**src/rtl/fir_pkg.sv**
```systemverilog
// Shared types and fixed-point helpers for the FIR library.
package fir_pkg;

    typedef enum logic [1:0] {IDLE, MAC, DONE} fsm_t;

    function automatic int acc_w(input int dw, input int cw, input int taps);
        return dw + cw + $clog2(taps);
    endfunction

    // Round half up by adding half an LSB, arithmetic shift, then clamp to dw bits.
    function automatic longint round_sat(input longint acc, input int shift, input int dw);
        longint r;
        longint hi;
        longint lo;
        r  = (acc + (longint'(1) <<< (shift - 1))) >>> shift;
        hi = (longint'(1) <<< (dw - 1)) - 1;
        lo = -(longint'(1) <<< (dw - 1));
        if (r > hi) return hi;
        if (r < lo) return lo;
        return r;
    endfunction

    function automatic int real_to_fix(input real r, input int w);
        real v;
        int  q;
        int  hi;
        int  lo;
        v  = r * (2.0 ** (w - 1));
        q  = (v >= 0.0) ? $rtoi(v + 0.5) : -$rtoi(0.5 - v);
        hi = (1 <<< (w - 1)) - 1;
        lo = -(1 <<< (w - 1));
        if (q > hi) return hi;
        if (q < lo) return lo;
        return q;
    endfunction

endpackage

```
**src/rtl/fir_mac.sv**
```systemverilog
// Shared multiply-accumulate unit: one product per enabled cycle into a
// non-overflowing accumulator, with a combinational round/saturate output.
module fir_mac
    import fir_pkg::*;
#(
    parameter int DW = 10,
    parameter int CW = 10,
    parameter int AW = 23
) (
    input  logic                 i_clk,
    input  logic                 i_rst,
    input  logic                 i_en,
    input  logic                 i_clr,
    input  logic                 i_acc,
    input  logic signed [DW-1:0] i_x,
    input  logic signed [CW-1:0] i_c,
    output logic signed [DW-1:0] o_res
);

    logic signed [DW+CW-1:0] w_prod;
    logic signed [AW-1:0]    r_acc;

    assign w_prod = i_x * i_c;

    always_ff @(posedge i_clk) begin
        if (i_rst) begin
            r_acc <= '0;
        end else if (i_en) begin
            if (i_clr) begin
                r_acc <= '0;
            end else if (i_acc) begin
                r_acc <= r_acc + {{(AW-DW-CW){w_prod[DW+CW-1]}}, w_prod};
            end
        end
    end

    assign o_res = DW'(round_sat(longint'(r_acc), CW - 1, DW));

endmodule

```
**src/rtl/fir_mc.sv**
```systemverilog
// Time-multiplexed multi-channel FIR: per-channel circular delay lines in one
// sample bank, runtime-writable coefficients, one shared MAC.
//
//   state | meaning
//   IDLE  | ready for a sample and/or coefficient write
//   MAC   | TAPS cycles, accumulating c[k]*x[n-k] newest to oldest
//   DONE  | register result, strobe out_valid, advance channel pointer
module fir_mc
    import fir_pkg::*;
#(
    parameter int  DW              = 10,
    parameter int  CW              = 10,
    parameter int  TAPS            = 8,
    parameter int  CH              = 2,
    parameter real COEF_INIT [TAPS] = '{TAPS{0.124}}
) (
    input  logic                                i_clk,
    input  logic                                i_rst,
    input  logic                                i_en,
    input  logic                                i_in_valid,
    output logic                                o_in_ready,
    input  logic [((CH > 1) ? $clog2(CH) : 1)-1:0] i_in_ch,
    input  logic signed [DW-1:0]                i_in,
    input  logic                                i_coef_we,
    input  logic [$clog2(TAPS)-1:0]             i_coef_addr,
    input  logic signed [CW-1:0]                i_coef_data,
    output logic                                o_out_valid,
    output logic [((CH > 1) ? $clog2(CH) : 1)-1:0] o_out_ch,
    output logic signed [DW-1:0]                o_out
);

    localparam int CHW = (CH > 1) ? $clog2(CH) : 1;
    localparam int TW  = $clog2(TAPS);
    localparam int AW  = acc_w(DW, CW, TAPS);
    localparam int NB  = CH * TAPS;
    localparam int BW  = (NB > 1) ? $clog2(NB) : 1;
    localparam logic [TW-1:0] TAP_LAST = TW'(TAPS - 1);

    logic signed [DW-1:0] r_bank [NB];
    logic signed [CW-1:0] r_coef [TAPS];
    logic signed [CW-1:0] w_coef_init [TAPS];
    logic [TW-1:0]        r_wptr [CH];

    fsm_t                 r_state, w_next;
    logic [TW-1:0]        r_tap;
    logic [CHW-1:0]       r_ch;
    logic                 r_out_valid;
    logic [CHW-1:0]       r_out_ch;
    logic signed [DW-1:0] r_out;

    logic                 w_xfer, w_ch_ok, w_cwe, w_clr, w_acc;
    logic [TW-1:0]        w_rd_pos;
    logic [BW-1:0]        w_rd_idx, w_wr_idx;
    logic signed [DW-1:0] w_res;

    for (genvar g = 0; g < TAPS; g++) begin : g_cinit
        localparam int CINIT = real_to_fix(COEF_INIT[g], CW);
        assign w_coef_init[g] = CW'(CINIT);
    end

    assign o_in_ready = (r_state == IDLE) && i_en;
    assign w_xfer     = i_in_valid && o_in_ready;
    assign w_cwe      = i_coef_we && o_in_ready;
    assign w_ch_ok    = (int'(i_in_ch) < CH);

    // Tap k reads k entries behind the newest sample, wrapping within the channel.
    assign w_rd_pos = (r_wptr[r_ch] >= r_tap) ? (r_wptr[r_ch] - r_tap)
                                              : (r_wptr[r_ch] + TW'(TAPS) - r_tap);
    assign w_rd_idx = BW'(int'(r_ch) * TAPS + int'(w_rd_pos));
    assign w_wr_idx = BW'(int'(i_in_ch) * TAPS + int'(r_wptr[i_in_ch]));

    always_comb begin
        w_next = r_state;
        w_clr  = 1'b0;
        w_acc  = 1'b0;
        case (r_state)
            IDLE: begin
                if (w_xfer && w_ch_ok) begin
                    w_next = MAC;
                    w_clr  = 1'b1;
                end
            end
            MAC: begin
                w_acc = 1'b1;
                if (r_tap == TAP_LAST) w_next = DONE;
            end
            DONE:    w_next = IDLE;
            default: w_next = IDLE;
        endcase
    end

    fir_mac #(.DW(DW), .CW(CW), .AW(AW)) u_mac (
        .i_clk (i_clk),
        .i_rst (i_rst),
        .i_en  (i_en),
        .i_clr (w_clr),
        .i_acc (w_acc),
        .i_x   (r_bank[w_rd_idx]),
        .i_c   (r_coef[r_tap]),
        .o_res (w_res)
    );

    always_ff @(posedge i_clk) begin
        if (i_rst) begin
            r_state     <= IDLE;
            r_tap       <= '0;
            r_ch        <= '0;
            r_out_valid <= 1'b0;
            r_out_ch    <= '0;
            r_out       <= '0;
            for (int i = 0; i < CH; i++)   r_wptr[i] <= '0;
            for (int i = 0; i < NB; i++)   r_bank[i] <= '0;
            for (int k = 0; k < TAPS; k++) r_coef[k] <= w_coef_init[k];
        end else if (i_en) begin
            r_state     <= w_next;
            r_out_valid <= 1'b0;
            if (w_cwe) r_coef[i_coef_addr] <= i_coef_data;
            case (r_state)
                IDLE: begin
                    if (w_xfer && w_ch_ok) begin
                        r_bank[w_wr_idx] <= i_in;
                        r_ch             <= i_in_ch;
                        r_tap            <= '0;
                    end
                end
                MAC: r_tap <= r_tap + TW'(1);
                DONE: begin
                    r_out        <= w_res;
                    r_out_ch     <= r_ch;
                    r_out_valid  <= 1'b1;
                    r_wptr[r_ch] <= (r_wptr[r_ch] == TAP_LAST) ? '0 : r_wptr[r_ch] + TW'(1);
                end
                default: ;
            endcase
        end
    end

    assign o_out_valid = r_out_valid;
    assign o_out_ch    = r_out_ch;
    assign o_out       = r_out;

endmodule

```
**config.mk**
```make
export PLATFORM = sky130hd
export DESIGN_NAME = fir_mc
export DESIGN_NICKNAME = d
export VERILOG_FILES = /design/src/rtl/fir_pkg.sv /design/src/rtl/fir_mac.sv /design/src/rtl/fir_mc.sv
export SDC_FILE = /design/constraint.sdc
export NUM_CORES = 1
export LEC_CHECK = 0
export BUFFER_PORTS_ARGS = -buffer_cell sky130_fd_sc_hd__buf_2
export CAP_MARGIN = 20
export CORE_MARGIN = 10
export CORE_UTILIZATION = 45
export DETAILED_ROUTE_END_ITERATION = 16
export GPL_ROUTABILITY_DRIVEN = 0
export MAX_ROUTING_LAYER = met4
export PLACE_DENSITY = 0.71
export SYNTH_ARGS = -nofsm -noshare
export SYNTH_HDL_FRONTEND = slang
export SYNTH_SLANG_ARGS = --single-unit
```
**constraint.sdc**
```tcl
create_clock -name i_clk -period 26.8 [get_ports i_clk]
set_clock_uncertainty 0.05 [all_clocks]
set_input_delay 2.68 -clock i_clk [delete_from_list [all_inputs] [get_ports i_clk]]
set_output_delay 2.68 -clock i_clk [all_outputs]
set_load 0.02 [all_outputs]
```
==> metrics, run 1 <==
status complete, no violations; I/O pins 42; Crit Path Max Fanout 33; via/cell ratio 5.52; library cells used by synthesis 60; Mean Syn Cell Area between 10 and 15 µm²; Die ar. 0.0488 mm²; clk_lat worst skew 0.57 ns; total grt overflow 0; GRT Resource Usage Total roughly 17%; CP endpoint kind register; CP max-delay cell mux4_2; Fin Setup TNS 0 ns; Filler Cells Inserted around 3.5k; ys flop type edfxtp_1; DR DRC count 0; H-tree lvl count 1; CTS Hold Bufs 0; Die Span X 221 µm; Max Cap Viol 0; Period Utilization, post-route 37.8%; Largest stage delay, worst path 0.59 ns; Area growth syn-to-layout 9.38%; Slew HR 30.1%; Final Hold Viols 0; Async SR Flop Fraction 0%; port bufs 41; Worst-Margin Slew 1.05 ns; post-cts resize count 0; final core utilization 49.9%; Tmin final 10.12 ns; Vias between 10k and 15k; post-synth net total 1,705; Pre-antenna DRT Iters 6; critical path class reg -> reg; buffer depth of the longest clock path 3; Initial Util 45.6%; Setup Buffers After CTS 0; layout cells sized above 1 12.4%; Final Net Count 1,724; # rows between 70 and 80; worst path arrival time 10.51 ns; Hold Path Class reg -> reg; CTS Sinks 291; RSZ-0062 raised after global routing no; FMAX a little under 100 MHz; gate count of the mapped netlist 1,505; post-DP HPWL ~29 mm; synthesized area 0.0182 mm²; CP most frequent cell inv_1; final-report setup violation count 0; Final ANT Viol Nets 0; Crit. Startpoint r_wptr[0][0]; largest net degree at the start of global routing 55; final WL 40.4 mm; Worst-path clk slew approximately 0.060 ns; WL per Instance between 15 and 20 µm; CP startpoint kind register; Core Region 0.0398 mm²; Worst Min Path Start o_out_valid; EDFF count, synth about 250; Die Ht approximately 220 µm; Antenna diodes 0; WP data required 27.19 ns; Seq cells post-synth 291; Synth warnings 0; Worst R2R Start r_wptr[0][0]; CTS tree done; Slew Viols, Final 0; first-pass GRT wire length 64.9 mm; via count of the first global-routing pass around 12k; CTS Buf Count 30; Root Driver clkbuf_16; initial antenna violation count 0; number of DRC markers in iteration 0 887; register area share after synthesis 45.6%
## kinds of logic after synthesis
group,after synthesis,share of synthesized area (%)
buffers and inverters,210,4.46
multiplexers,82,9.68
XOR/XNOR,50,2.49
flip-flops,291,45.6
AO/OA/AOI/OAI,138,5.06
adder cells (fa/ha/maj),171,15.7
AND/OR/NAND/NOR,563,17.0
## per-stage QoR
| step | setup WS (ns) | hold WS, ns | cell area (µm²) | cells |
|---|---|---|---|---|
| after floorplan | 17.60 | 0.410 | 18200 | 1505 |
| after global placement | 16.84 | 0.392 | 18900 | 2016 |
| after detailed placement | 16.68 | 0.400 | 18900 | 2017 |
| after CTS | 16.67 | 0.408 | 19900 | 2073 |
| after global routing | 16.15 | 0.428 | 19900 | 2073 |
| final | 16.68 | 0.402 | 19900 | 2073 |
## worst paths after layout
check / to / slack [ns] / cells past startpoint
worst max-delay path: u_mac.r_acc[19] / 16.68 / 35
worst min-delay path: o_out_valid / 0.40 / 2
worst max register to register: u_mac.r_acc[19] / 16.68 / 35
worst min register to register: o_out_valid / 0.40 / 2
## state kept, by name (all words and copies together) (netlist names), named ones only
name / flops
o_out: 10
o_out_ch: 1
o_out_valid: 1
r_bank: 160
r_ch: 1
r_coef: 80
r_state: 2
r_tap: 3
r_wptr: 6
u_mac.r_acc: 23
## layout make-up
type	count	area, µm²	share of cell area [%]
inverter	143	537	2.70
multi-input combinational	1004	9080	45.7
clock buffer	45	838	4.22
timing repair buffer	54	303	1.52
tap	525	657	3.31
clock inverter	11	163	0.819
sequential	291	8290	41.7
## cells in the final DEF, fill, tap and decap left out, types with 5 or more instances in the layout
cell and count:
clkbuf_1 13, fa_1 94, and2_1 212, a31oi_1 5
mux4_1 13, inv_1 143, or2_2 24, o21bai_1 5
nor3_1 22, buf_2 41, nor2_1 94, mux4_2 57
nand3_1 15, buf_4 13, clkbuf_16 31, clkinv_2 5
nand2b_1 20, a21o_1 10, ha_1 76, xor2_1 15
o21ai_0 17, nand2_1 72, a22oi_1 15, edfxtp_1 246
a21oi_1 36, and3_1 6, xnor2_1 33, or3_1 41
mux2_2 7, nand3b_1 7, dfxtp_1 45, o21a_1 21
nor2b_1 34
## Yosys cell counts, types with 15 or more instances
cell type,n,area [µm²]
or2_2,24,150
nand2b_1,20,125
fa_1,94,1880
nand2_1,72,270
o21ai_0,17,85.1
ha_1,77,963
o21a_1,21,158
clkbuf_1,62,233
mux4_2,57,1280
a21oi_1,36,180
and2_1,212,1330
xnor2_1,33,289
dfxtp_1,45,901
nor2_1,94,353
nor2b_1,34,213
edfxtp_1,246,7390
or3_1,41,257
nor3_1,22,110
nand3_1,15,75.1
a22oi_1,15,113
inv_1,143,537
xor2_1,15,131
## layer usage
metal | vias up | wire [µm] | global-route usage (%)
met1 | 5729 | 16600 | 20.5
li1 | 5273 | - | -
met2 | 356 | 20400 | 28.1
met5 | - | 0 | -
met3 | 94 | 1870 | 1.71
met4 | 0 | 1580 | 6.80
## worst max-delay path: cells and delay by family (launching register included)
kind / cells / cell delay, ns
mux: 2 / 1.01
compound gates: 7 / 1.70
xor+xnor: 3 / 0.79
simple gates: 6 / 1.44
flops: 1 / 0.42
buf+inv: 8 / 0.89
fa+ha+maj: 9 / 3.67
Power of run 1 is not shown: default switching activity piles up to over one toggle a cycle in this logic, so the estimate is an artifact.
==> run 2: changes to the inputs <==
clock period = 10.55 ns   (was 26.8 ns; I/O delays follow)
==> run 2 against run 1 <==
  * Sequential share of layout area shrank 0.49 points
  * Routed wire length grew 0.97%
  * Critical path type unchanged
  * Worst hold slack gained 0.0049 ns
  * Non-clock buffer count grew 10
  * Critical path depth grew 2
==> metrics, run 2 (synthesized netlist as in run 1, its figures left out) <==
status complete, no violations; Slew Viols, Final 0 (unchanged); Worst-path clk slew 0.06 ns (about the same); first-pass GRT wire length 65.0 mm (+0.14%); Worst Hold Endpoint o_out_valid; reg2reg end u_mac.r_acc[22]; CP startpoint kind register; I/O pins 42 (unchanged); layout cells sized above 1 13.4% (+0.99 points); largest net degree at the start of global routing 63 (+15%); Crit Path Max Fanout 10 (-70%); worst path arrival time 10.30 ns (-0.21 ns); worst reg2reg path depth 37 (+5.7%); Final ANT Viol Nets 0 (unchanged); CP endpoint kind register; CP max-delay cell mux4_2; FMAX 101 MHz (+2.7%); RSZ-0062 raised after global routing no; Fin Setup TNS 0 ns (unchanged); CTS Hold Bufs 0 (unchanged); largest registers r_bank (160), r_coef (80), u_mac.r_acc (23); GRT Resource Usage Total 16.9% (+0.11 points); Final Net Count 1,736 (+0.70%); Vias 11.3k (-0.99%); Hold Path Class reg -> reg; critical path class reg -> reg; Worst Min Path Start o_out_valid; Max Cap Viol 0 (unchanged); Hold Path Stages 2 (unchanged); Die Span X 221 µm (unchanged); WP data required 10.99 ns (-16.20 ns); buffer depth of the longest clock path 3 (unchanged); Largest stage delay, worst path 0.62 ns (+0.03 ns); R2R Setup Slk 0.70 ns (-15.98 ns); WL per Instance 19.6 µm (+0.35%); post-DP HPWL 29.7 mm (+2.7%); final WL 40.8 mm (+0.97%); Final Hold Viols 0 (unchanged); CTS Buf Count 31 (+3.3%); Period Utilization, post-route 93.4% (+56 points); Die ar. 0.0488 mm² (unchanged); Worst R2R Start r_wptr[0][0]; total grt overflow 0 (unchanged); CTS tree done; H-tree lvl count 1 (unchanged); Tmin final 9.85 ns (-0.265 ns); final-report setup violation count 0 (unchanged); CTS Sinks 291 (unchanged); Pre-antenna DRT Iters 5 (-1); initial antenna violation count 1 (+1); via/cell ratio 5.44 (-1.6%); number of flip-flops in the largest register 160 (unchanged); Top reg by flops r_bank; port bufs 41 (unchanged); Initial Util 45.6% (unchanged); Slew HR 36.1% (+6.0 points); most common cell after layout, fill and taps aside edfxtp_1; via count of the first global-routing pass 11.9k (+0.25%); most frequent cells in the layout edfxtp_1 (246), and2_1 (212), inv_1 (143); Core Region 0.0398 mm² (unchanged); Die Ht 221 µm (unchanged); Root Driver clkbuf_16; Worst-Margin Slew 0.957 ns (-0.0899 ns); DR DRC count 0 (unchanged); clk_lat worst skew 0.57 ns (about the same); # rows 73 (unchanged); number of DRC markers in iteration 0 681 (-23%); Area growth syn-to-layout 10.7%
[run 2: worst max-delay path by stage]
stage,from,to,cells after the start
after detailed placement,r_wptr[0][0],u_mac.r_acc[19],35
after CTS,r_wptr[0][0],u_mac.r_acc[19],35
final,r_wptr[0][0],u_mac.r_acc[22],37
after global routing,r_wptr[0][0],u_mac.r_acc[22],37
after floorplan,r_wptr[0][0],u_mac.r_acc[19],32
after global placement,r_wptr[1][0],u_mac.r_acc[19],35
[run 2: final cells by class]
type                    instances  area, µm²
well taps                     525        657
inverters                     143        537
flip-flops and latches        291       8290
fillers                      3447      19700
repair buffers                 64        410
multi-input cells            1005       9110
diodes                          1       2.50
clock inverters                14        203
clock buffers                  43        895
[run 2: through the flow]
stage	hold slack [ns]	instance area (µm²)	worst slack [ns]	util, %	std cells
finish	0.407	20100	0.695	50.5	2086
global route	0.440	20100	0.124	50.5	2086
CTS	0.409	20000	0.208	50.2	2079
detailed placement	0.400	18900	0.214	47.5	2022
global placement	0.393	18900	0.372	47.5	2022
floorplan	0.410	18200	1.35	-	1505
[run 2: worst max-delay path, delay by kind of cell, from the launching register on]
family / cells / cell delay [ns]
flops: 1 / 0.43
buf+inv: 8 / 0.92
xor+xnor: 3 / 0.43
compound gates: 10 / 1.78
simple gates: 5 / 1.15
fa+ha+maj: 9 / 3.79
mux: 2 / 1.23
[run 2: layer usage]
metal,vias to the layer above,GRT usage (%),share of wire [%]
met3,79,2.28,4.8
li1,5301,-,-
met1,5662,19.8,40
met4,0,6.30,3.7
met2,297,29.0,51
met5,-,-,0
[run 2: what timing repair did]
action                     in CTS  in global routing
setup buffers                   0                  4
hold endpoints to repair        0                  0
resized for setup               0                  1
setup endpoints to repair       0                  6
Power of run 2 is left out for the same reason.
==> run 3: changes to the inputs <==
ABC_AREA = 1   (was unset)
clock period = 9.2 ns   (was 10.55 ns; I/O delays follow)
==> run 3 against run 2 <==
  * Worst hold slack improved by 0.011 ns
  * Cell count increased by 28%
  * Critical endpoint unchanged
  * First-iteration DRC count increased by 81%
  * Die area increased by 2.9%
  * Via count increased by 27%
  * Worst setup slack got worse by 0.10 ns
  * Critical path depth increased by 9
  * Clock-buffer cell count decreased by 3
==> metrics, run 3 <==
via/cell ratio 5.39 (-0.83%); Final ANT Viol Nets 0 (unchanged); reg2reg end u_mac.r_acc[22]; worst path arrival time 9.05 ns (-1.25 ns); post-DP HPWL 34.2 mm (+15%); WP data required 9.64 ns (-1.35 ns); CP startpoint kind register; final WL 47.3 mm (+16%); final-report setup violation count 0 (unchanged); Worst-Margin Slew 0.835 ns (-0.122 ns); Pre-antenna DRT Iters 6 (+1); CP most frequent cell inv_1; number of flip-flops in the largest register 160 (unchanged); status complete, no violations; RSZ-0062 raised after global routing yes; H-tree lvl count 1 (unchanged); Crit path buffers/inverters 13 (+5); Slew HR 44.1% (+8.0 points); Area growth syn-to-layout 9.67%; Die Span X 224 µm (+1.4%); WL per Instance 17.7 µm (-9.7%); Hold Path Stages 2 (unchanged); register area share after synthesis 44.2% (-1.4 points); Crit Path Max Fanout 18 (+8); first-pass GRT wire length 75.1 mm (+15%); initial antenna violation count 0 (-1); R2R Setup Slk 0.59 ns (-0.10 ns); Final Hold Viols 0 (unchanged); DR DRC count 0 (unchanged); port bufs 41 (unchanged); most common cell after layout, fill and taps aside nand2_1; total grt overflow 0 (unchanged); CP endpoint kind register; critical path class reg -> reg; FMAX 116 MHz (+14%); Slew Viols, Final 0 (unchanged); most frequent cell after synthesis nand2_1; synthesized area 0.0187 mm² (+3.2%); Final Net Count 2,321 (+34%); Synth area leader edfxtp_1; Worst Min Path Start o_out[9]; largest registers r_bank (160), r_coef (80), u_mac.r_acc (23); Filler Cells Inserted 3,701 (+7.4%); Initial Util 45.7% (+0.094 points); Vias 14.4k (+27%); Die ar. 0.0502 mm² (+2.9%); Reg area 0.00829 mm² (about the same); Root Driver clkbuf_16; largest net degree at the start of global routing 42 (-33%); Seq cells post-synth 291 (unchanged); # rows 74 (+1.4%); most frequent cells in the layout nand2_1 (393), nor2_1 (321), inv_1 (300); Antenna diodes 0 (-1); ys flop type edfxtp_1; post-synth net total 2,302 (+35%); via count of the first global-routing pass 14.2k (+19%); Hold Path Class reg -> reg; layout cells sized above 1 9.65% (-3.7 points); Mean Syn Cell Area 8.92 µm² (-26%); clk_lat worst skew 0.56 ns (about the same); Max Cap Viol 0 (unchanged); CTS tree done; number of DRC markers in iteration 0 1,230 (+81%); CTS Sinks 291 (unchanged); Period Utilization, post-route 93.6% (+0.15 points); CTS Buf Count 30 (-3.2%); buffer depth of the longest clock path 3 (unchanged); gate count of the mapped netlist 2,102 (+40%); Worst Hold Endpoint o_out[9]; EDFF count, synth 246 (unchanged); Die Ht 224 µm (+1.4%); library cells used by synthesis 49 (-18%); Worst-path clk slew 0.06 ns (about the same); CTS Hold Bufs 0 (unchanged); Largest stage delay, worst path 0.53 ns (-0.09 ns); CP max-delay cell fa_1; I/O pins 42 (unchanged); Synth area leaders edfxtp_1 (39%), fa_1 (10%), nand2_1 (7.9%); commonest cells in the synthesized netlist nand2_1 (393), nor2_1 (321), inv_1 (301); Tmin final 8.61 ns (-1.25 ns); Fin Setup TNS 0 ns (unchanged); top cell type's share of synthesized area 39.4% (-1.3 points); area of the multi-input gates 0.00896 mm² (-1.6%); Core Region 0.0410 mm² (+3.0%); Synth warnings 0 (unchanged); Top reg by flops r_bank; worst reg2reg path depth 46 (+24%); Crit path max-delay family adder cells; GRT Resource Usage Total 19.1% (+2.2 points); Async SR Flop Fraction 0% (unchanged)
-- run 3: cell type report --
class | count | area share [%]
multi-input combinational | 1419 | 43.6
clock inverter | 16 | 0.870
timing repair buffer | 65 | 2.28
sequential | 291 | 40.3
clock buffer | 40 | 3.94
tap | 532 | 3.24
inverter | 314 | 5.75
-- run 3: worst max path at each step --
stage	depth (start not counted)	endpoint	from	slack (ns)
global placement	45	u_mac.r_acc[22]	r_wptr[1][0]	0.52
detailed placement	42	u_mac.r_acc[22]	register	0.20
CTS	42	u_mac.r_acc[22]	register	0.17
global route	39	u_mac.r_acc[17]	register	-0.02
finish	46	u_mac.r_acc[22]	register	0.59
floorplan	42	u_mac.r_acc[22]	register	1.35
-- run 3: worst min-delay path: cells and delay by family (launching register included) --
family / cells / cell delay [ns]
and+or+nand+nor: 1 / 0.06
AOI/OAI and AO/OA: 1 / 0.06
DFF: 1 / 0.31
-- run 3: kinds of logic after synthesis --
| family | Yosys count | share of synthesized area, % |
|---|---|---|
| AND/OR/NAND/NOR | 836 | 18.2 |
| buffers and inverters | 392 | 8.30 |
| AO/OA/AOI/OAI | 344 | 10.2 |
| flip-flops | 291 | 44.2 |
| adder cells (fa/ha/maj) | 171 | 15.2 |
| multiplexers | 40 | 2.60 |
| XOR/XNOR | 28 | 1.31 |
-- run 3: timing repair --
| action | 4_1_cts | 5_1_grt |
|---|---|---|
| setup buffers | 0 | 7 |
| setup endpoints to repair | 0 | 11 |
| resized for setup | 0 | 18 |
-- run 3: metrics by stage --
step | worst slack (ns) | hold slack, ns | cells | util [%] | cell area, µm²
after detailed placement | 0.199 | 0.416 | 2613 | 47.3 | 19400
after floorplan | 1.35 | 0.395 | 2102 | - | 18700
after CTS | 0.175 | 0.420 | 2669 | 49.7 | 20400
final | 0.592 | 0.418 | 2677 | 50.1 | 20600
after global routing | -0.0177 | 0.441 | 2677 | 50.1 | 20600
after global placement | 0.521 | 0.404 | 2613 | 47.3 | 19400
-- run 3: layer usage --
layer | GRT usage [%] | vias to the layer above | share of wire, %
met5 | - | - | 0
met4 | 7.74 | 0 | 3.9
met3 | 1.97 | 116 | 6.4
met2 | 32.1 | 586 | 49
met1 | 23.1 | 6845 | 40
li1 | - | 6884 | -
Power of run 3 is left out for the same reason.
